==> config.mk <==
export PLATFORM = sky130hd
export DESIGN_NAME = crc_stream
export DESIGN_NICKNAME = d
export VERILOG_FILES = /design/src/rtl/crc_stream_pkg.sv /design/src/rtl/crc_stream_step.sv /design/src/rtl/crc_stream.sv
export SDC_FILE = /design/constraint.sdc
export NUM_CORES = 1
export LEC_CHECK = 0
export ABC_AREA = 1
export CAP_MARGIN = 20
export CORE_MARGIN = 2
export CORE_UTILIZATION = 55
export DETAILED_ROUTE_END_ITERATION = 10
export DONT_BUFFER_PORTS = 1
export PLACE_DENSITY = 0.76
export SETUP_SLACK_MARGIN = 0.5
export SLEW_MARGIN = 20
export SYNTH_ARGS = -nofsm -noshare
export SYNTH_HDL_FRONTEND = slang
export SYNTH_SLANG_ARGS = --single-unit
==> constraint.sdc <==
create_clock -name i_clk -period 1.25 [get_ports i_clk]
set_input_delay 0.25 -clock i_clk [delete_from_list [all_inputs] [get_ports i_clk]]
set_output_delay 0.25 -clock i_clk [all_outputs]
set_load 0.01 [all_outputs]
==> src/rtl/crc_stream_pkg.sv <==
// Shared definitions for the streaming CRC engines: FSM encoding, a bit-reversal
// helper and the generator polynomials most often instantiated.
package crc_stream_pkg;

    typedef enum logic {
        ST_RUN = 1'b0,
        ST_OUT = 1'b1
    } crc_state_e;

    localparam int CRC_MAX_BITS = 64;

    localparam logic [7:0]  CRC8_POLY        = 8'h07;
    localparam logic [15:0] CRC16_CCITT_POLY = 16'h1021;
    localparam logic [31:0] CRC32_POLY       = 32'h04C11DB7;

    // Reverses the low 'width' bits of value; bits at and above 'width' return 0.
    function automatic logic [CRC_MAX_BITS-1:0] crc_rev(
        input logic [CRC_MAX_BITS-1:0] value,
        input int                      width
    );
        logic [CRC_MAX_BITS-1:0] result;
        logic [5:0]              src;
        result = '0;
        for (int i = 0; i < CRC_MAX_BITS; i++) begin
            if (i < width) begin
                src              = 6'(width - 1 - i);
                result[6'(i)]    = value[src];
            end
        end
        return result;
    endfunction

endpackage

==> src/rtl/crc_stream_step.sv <==
// Combinational CRC update: applies DATA_W serial shift-register steps to crc_in,
// taking data bits LSB-first when REFIN is set and MSB-first otherwise.
module crc_stream_step #(
    parameter int              BITS   = 8,
    parameter logic [BITS-1:0] POLY   = BITS'(7),
    parameter int              DATA_W = 8,
    parameter bit              REFIN  = 1'b0
) (
    input  logic [BITS-1:0]   crc_in,
    input  logic [DATA_W-1:0] data,
    output logic [BITS-1:0]   crc_out
);

    for (genvar i = 0; i < DATA_W; i++) begin : g_step
        localparam int BIDX = REFIN ? i : (DATA_W - 1 - i);

        logic [BITS-1:0] c_in;
        logic [BITS-1:0] c_out;
        logic [BITS-1:0] shifted;
        logic            sel;

        if (i == 0) begin : g_first
            assign c_in = crc_in;
        end else begin : g_next
            assign c_in = g_step[i-1].c_out;
        end

        // A one-bit register has nothing left after the shift.
        if (BITS == 1) begin : g_narrow
            assign shifted = '0;
        end else begin : g_wide
            assign shifted = {c_in[BITS-2:0], 1'b0};
        end

        assign sel   = c_in[BITS-1] ^ data[BIDX];
        assign c_out = shifted ^ (sel ? POLY : '0);
    end

    assign crc_out = g_step[DATA_W-1].c_out;

endmodule

==> src/rtl/crc_stream.sv <==
// Streaming CRC engine: absorbs DATA_W-bit beats over a valid/ready input and
// presents one framed result (CRC plus residue match) per i_last beat.
module crc_stream
    import crc_stream_pkg::*;
#(
    parameter int          BITS    = 8,
    parameter logic [63:0] POLY    = 64'(CRC8_POLY),
    parameter logic [63:0] INIT    = 64'h0,
    parameter int          DATA_W  = 8,
    parameter bit          REFIN   = 1'b0,
    parameter bit          REFOUT  = 1'b0,
    parameter logic [63:0] XOROUT  = 64'h0,
    parameter logic [63:0] RESIDUE = 64'h0
) (
    input  logic              i_clk,
    input  logic              i_rst,
    input  logic              i_clr,
    input  logic              i_valid,
    output logic              o_ready,
    input  logic [DATA_W-1:0] i_data,
    input  logic              i_last,
    output logic              o_valid,
    input  logic              i_ready,
    output logic [BITS-1:0]   o_crc,
    output logic              o_match
);

    localparam logic [BITS-1:0] POLY_T    = POLY[BITS-1:0];
    localparam logic [BITS-1:0] INIT_T    = INIT[BITS-1:0];
    localparam logic [BITS-1:0] XOROUT_T  = XOROUT[BITS-1:0];
    localparam logic [BITS-1:0] RESIDUE_T = RESIDUE[BITS-1:0];

    crc_state_e      state_q, state_d;
    logic [BITS-1:0] crc_q, crc_d;
    logic [BITS-1:0] res_crc_q, res_crc_d;
    logic            res_match_q, res_match_d;

    logic [BITS-1:0] crc_step;
    logic [BITS-1:0] crc_rev_t;
    logic [BITS-1:0] crc_final;

    crc_stream_step #(
        .BITS   (BITS),
        .POLY   (POLY_T),
        .DATA_W (DATA_W),
        .REFIN  (REFIN)
    ) u_step (
        .crc_in  (crc_q),
        .data    (i_data),
        .crc_out (crc_step)
    );

    assign crc_rev_t = BITS'(crc_rev(64'(crc_step), BITS));
    assign crc_final = (REFOUT ? crc_rev_t : crc_step) ^ XOROUT_T;

    always_comb begin
        // NOTE: every next-state signal gets its hold value first, so no path leaves one unassigned and no latch is inferred.
        state_d     = state_q;
        crc_d       = crc_q;
        res_crc_d   = res_crc_q;
        res_match_d = res_match_q;

        if (i_clr) begin
            state_d = ST_RUN;
            crc_d   = INIT_T;
        end else begin
            unique case (state_q)
                ST_RUN: begin
                    if (i_valid) begin
                        crc_d = crc_step;
                        if (i_last) begin
                            state_d     = ST_OUT;
                            res_crc_d   = crc_final;
                            res_match_d = (crc_step == RESIDUE_T);
                        end
                    end
                end
                ST_OUT: begin
                    if (i_ready) begin
                        state_d = ST_RUN;
                        crc_d   = INIT_T;
                    end
                end
                default: state_d = ST_RUN;
            endcase
        end
    end

    // NOTE: state updates use non-blocking assignments so every register samples the pre-edge values.
    always_ff @(posedge i_clk) begin
        if (i_rst) begin
            state_q     <= ST_RUN;
            crc_q       <= INIT_T;
            res_crc_q   <= '0;
            res_match_q <= 1'b0;
        end else begin
            state_q     <= state_d;
            crc_q       <= crc_d;
            res_crc_q   <= res_crc_d;
            res_match_q <= res_match_d;
        end
    end

    assign o_ready = (state_q == ST_RUN);
    assign o_valid = (state_q == ST_OUT);
    assign o_crc   = res_crc_q;
    assign o_match = res_match_q;

endmodule

; Word level (Yosys, flattened, before mapping)
; Cells that the tools add are included.
[totals]
elab_cells = 43
inputBits = 14
latchBits = 0
mem_bits_ro = 0
n_memories = 0
reg_bits = 18
mem_bits_rw = 0
[op_classes]
reduce_logical = 4
addsub = 0
n_shift = 0
magnitude_cmp = 0
n_mux = 15
mul = 0
n_eq_ne = 2
bitwise = 18
n_div = 0
[ops]
columns = operator, n
row1 = 8-bit bitwise XOR, 8
row2 = 3-bit two-way mux, 8
row3 = 8-bit two-way mux, 2
row4 = 8-bit case mux with 2 select lines, 1
row5 = 8-bit logical NOT, 1
row6 = 1-bit bitwise XOR, 8
row7 = 2-bit != test (second input constant), 2
row8 = 4-bit AND reduction, 1
row9 = 1-bit two-way mux, 3
row10 = 1-bit inverter, 2
row11 = 1-bit case mux with 2 select lines, 1
row12 = 2-bit AND reduction, 1
row13 = 2-bit OR reduction, 1

; Depth between registers and ports, before layout
[logic_depth]
word_depth = 26
depth_mapped = 13
depth_no_buf = 13

; Cells and area by module
; Synthesis repeated with hierarchy kept, for this count alone.
[hier_totals]
cells_unflattened = 172
area_unflattened_um2 = 1094.8
[modules_own_cells]
columns = module, area_each_um2, seq_area_each_um2, cells_per_inst, n_inst
row1 = crc_stream, 757.0, 360.3, 102, 1
row2 = crc_stream_step, 337.8, 0.0, 70, 1

; Worst setup path after synthesis
; OpenSTA, ideal clock, no wires.
[synth_path]
kind = flip-flop to flip-flop
from = register crc_q[7]
to = register res_match_q, in the netlist o_match
stages_incl_launch_ff = 12
required_time_ns = 1.184
setup_time_ns = 0.066
setup_slack_ns = -0.057
arrival_ns = 1.241
path_cell_list = dfxtp_1 -> inv_1 -> nand2_1 -> nand2_2 -> nand2_2 -> nand3_1 -> nand2_2 -> ha_1 -> nand3_1 -> nor2_1 -> nand3_2 -> a21oi_2
[synth_between]
elab_chain_len = 13
elab_cells_between_ends = 15
classes_between = 3 x mux / 11 x bitwise / 1 x reduce/logical
[synth_rtl]
columns = element, line
row1 = "start, declared", crc_stream.sv:34  ; logic [BITS-1:0] crc_q, crc_d;
row2 = "start signal, assigned", crc_stream.sv:98  ; crc_q <= crc_d;
row3 = 1-bit bitwise XOR *, crc_stream_step.sv:35  ; assign sel = c_in[BITS-1] ^ data[BIDX];
row4 = 3-bit two-way mux *, crc_stream_step.sv:36  ; assign c_out = shifted ^ (sel ? POLY : '0);
row5 = 8-bit bitwise XOR * (7 in series), crc_stream_step.sv:36
row6 = 1-bit bitwise XOR or 3-bit two-way mux (tied branches), "crc_stream_step.sv:35, crc_stream_step.sv:36"
row7 = 3-bit two-way mux or 8-bit bitwise XOR (tied branches), crc_stream_step.sv:36
row8 = 8-bit bitwise XOR *, crc_stream_step.sv:36
row9 = 8-bit logical NOT *, crc_stream.sv:74  ; res_match_d = (crc_step == RESIDUE_T);
row10 = "end signal, assigned", crc_stream.sv:100  ; res_match_q <= res_match_d;
row11 = "end, declared", crc_stream.sv:36  ; logic res_match_q, res_match_d;
; Mark *: on every way between the ends. The rest lies on a longest branch, timed or not.
; A chain may end at the register's enable or synchronous reset.

; Final worst setup path
[layout_path]
from = register crc_q[7]
to = register res_crc_q[2], in the netlist o_crc[2]
[layout_between]
elab_chain_len = 12
elab_cells_between_ends = 14
classes_between = 3 x mux / 11 x bitwise
[layout_rtl]
columns = element, line
row1 = 1-bit bitwise XOR *, crc_stream_step.sv:35
row2 = 3-bit two-way mux *, crc_stream_step.sv:36
row3 = 8-bit bitwise XOR * (6 in series), crc_stream_step.sv:36
row4 = 1-bit bitwise XOR or 8-bit bitwise XOR (tied branches), "crc_stream_step.sv:35, crc_stream_step.sv:36"
row5 = 3-bit two-way mux or 1-bit bitwise XOR (tied branches), "crc_stream_step.sv:36, crc_stream_step.sv:35"
row6 = 8-bit bitwise XOR * (2 in series), crc_stream_step.sv:36
row7 = "end signal, assigned", crc_stream.sv:99  ; res_crc_q <= res_crc_d;
row8 = "end, declared", crc_stream.sv:35  ; logic [BITS-1:0] res_crc_q, res_crc_d;
; Marked as above.

==> flow_summary.json <==
{
  "finalSetupTns_ns": -1.35,
  "clock-root-buffer": "clkbuf_4",
  "io_buffers": 0,
  "dieArea_um2": 2450,
  "synth_warnings": 0,
  "required_ns": 1.45,
  "place_congestion": 0.781,
  "drt_iter0_markers": 50,
  "fmax_ghz": 0.655,
  "setup_viol": 13,
  "min_period_ns": 1.53,
  "powerDensity_nw_per_um2": 968,
  "synth_fp_nets": 202,
  "syn-mean-instance-area_um2": 6.10,
  "worst_pin_slew_ns": 0.274,
  "crit_fanout": 4,
  "dieWidth_um": 49.5,
  "placed_area_um2": 1310,
  "area_growth_pct": 51.0,
  "yosysSeqAreaShare_pct": 31.6,
  "cts_tree": "built",
  "cts.sinks": 18,
  "h-tree-depth": 1,
  "core_area_um2": 1960,
  "skew_ns": 0.00230,
  "startpoint_type": "flip-flop",
  "grt_max_degree": 11,
  "hold_path.class": "in2reg",
  "die_y_um": 49.5,
  "rsz0062_at_grt": "true",
  "worstPathArrival_ns": 1.73,
  "grt_pass1_vias": 1204,
  "drc_errors": 0,
  "final_area_um2": 1720,
  "wl_per_cell_um": 15.5,
  "fin_nets": 227,
  "netlist_area_um2": 1140,
  "num-fill-cells": 99,
  "ant_nets": 0,
  "cts_buffer_depth": 2,
  "dp_cells": 222,
  "clkLatencyLatePin_ns": 0.30,
  "setup_slack_ns": -0.276,
  "synth_cell_types": 19,
  "maxCapViolCount": 0,
  "n_antenna_cell": 0,
  "seq_area_um2": 385,
  "synth-seq-cells": 18,
  "antenna_found_initial": 0,
  "report.final.slew_viol_count": 0,
  "firstDrtPassIters": 4,
  "drive_gt1_share_pct": 54.0,
  "status": "finished with violations",
  "violations": "negative setup slack",
  "grt_pass1_wl_mm": 4.93,
  "vias_per_cell": 5.53,
  "p_leak_nw": 0.806,
  "clkSlewWorstSetupHoldPaths_ns": 0.11,
  "cts_buffers": 3,
  "ir_drop_mv": 0.906,
  "routed_wl_mm": 3.69,
  "netlist_instances": 187,
  "hold_violations": 0,
  "hold-worst-slack_ns": 0.0738,
  "fin_cells": 238,
  "io_pins": 25,
  "setup.worst_path.end_class": "flip-flop",
  "multi_input_area_um2": 950,
  "dp_slack_ns": -0.146,
  "period_share_pct": 122,
  "grt_overflow": 0,
  "worst-setup-path-type": "reg2reg",
  "rows": 16,
  "gr-usage-all-layers_pct": 26.2,
  "via_count": 1317,
  "start_util_pct": 58.1,
  "post-dp-hpwl_mm": 2.01,
  "slew_headroom_pct": 81.7
}
[path summary, 6_finish.rpt]
path / from / end / slack [ns] / cells past startpoint
max: crc_q[7] / o_crc[2] / -0.28 / 12
min: i_rst / o_crc[3] / 0.07 / 3
min reg2reg: crc_q[4] / crc_q[4] / 0.49 / 2
max reg2reg: crc_q[7] / o_crc[2] / -0.28 / 12
[worst max-delay path, stage by stage, from the launching register on]
cell and delay, ns:
dfxtp_2 0.36, inv_2 0.07, nand2_2 0.07, nand2_4 0.08
nand3_2 0.17, nand2_8 0.14, nand2_1 0.06, nand2_1 0.07
nand2_1 0.11, nand2_2 0.10, nand2_1 0.06, o211ai_1 0.08
inv_1 0.06
[cell usage in the layout, fill, tap and decap left out]
master and count:
nor2_1 5, xor2_2 1, o21ai_1 1, inv_4 2, nand3_1 10, nand2_2 28, inv_2 5, o21ai_0 2
nand3_4 2, or2_4 2, nor2_4 3, o21ai_2 1, clkinv_4 1, nand2_4 13, clkbuf_8 1, dfxtp_2 14
o211ai_1 4, nand2_8 2, nand2_1 48, a21oi_1 5, a21oi_4 1, dfxtp_4 2, dlygate4sd3_1 1, clkbuf_4 3
nand3_2 3, ha_4 1, buf_4 11, inv_1 19, nor2_2 1, dfxtp_1 2, buf_6 10, xor2_4 1
a21oi_2 6
[cells by family after synthesis]
logic type / synth area share [%]
and+or+nand+nor: 45.9
buffers and inverters: 9.88
AOI/OAI and AO/OA: 9.99
DFF: 31.6
xor gates and xnor gates: 1.54
adders and majority gates: 1.10
[state kept, by name, indices dropped and copies added (netlist names)]
register	flops
o_valid	1
o_crc	8
crc_q	8
o_match	1
[area by class of cell]
class,count,area share [%]
Timing Repair Buffer,22,11.9
Sequential cell,18,22.4
Tap cell,27,1.96
Multi-Input combinational cell,140,55.2
Inverter,27,6.47
Clock buffer,4,2.11
[per-layer routing]
metal / GRT usage (%) / part of all wire (%)
met5: 0 / 0
met4: 9.26 / 4.9
met3: 3.64 / 5.6
met2: 49.8 / 53
met1: 29.3 / 36
[power by group]
part	internal [mW]	switching, mW	total [mW]
registers	0.605	0.0325	0.638
logic	0.263	0.391	0.653
clock network	0.178	0.197	0.375
total	1.05	0.620	1.67
[stage by stage]
stage	util, %	power [mW]
after floorplan	-	0.946
after global placement	66.7	1.03
after detailed placement	66.7	1.04
after CTS	76.1	1.48
after global routing	87.8	1.74
final	87.8	1.67
[synthesized netlist by cell type]
| cell type | n | area, um2 |
|---|---|---|
| o21ai_0 | 4 | 20.0 |
| ha_1 | 1 | 12.5 |
| or2_2 | 2 | 12.5 |
| nand2_1 | 76 | 285 |
| nand2_2 | 14 | 87.6 |
| a21oi_2 | 1 | 8.76 |
| inv_1 | 22 | 82.6 |
| nor2_1 | 8 | 30.0 |
| nor2_4 | 1 | 11.3 |
| xor2_1 | 2 | 17.5 |
| clkbuf_1 | 1 | 3.75 |
| buf_4 | 1 | 7.51 |
| nand2_4 | 1 | 11.3 |
| nand3_1 | 13 | 65.1 |
| nand3_2 | 2 | 20.0 |
| a21oi_1 | 11 | 55.1 |
| inv_2 | 5 | 18.8 |
| dfxtp_1 | 18 | 360 |
| o211ai_1 | 4 | 30.0 |
[what timing repair did]
action | 4_1_cts | 5_1_grt
endpoints found under the setup margin | 29 | 29
hold endpoints to repair | 1 | 0
hold buffers | 1 | 0
gates resized for setup | 37 | 47
pin swaps | 10 | 25
setup buffers | 6 | 5
Note: power is estimated with default switching activity, not from simulation.
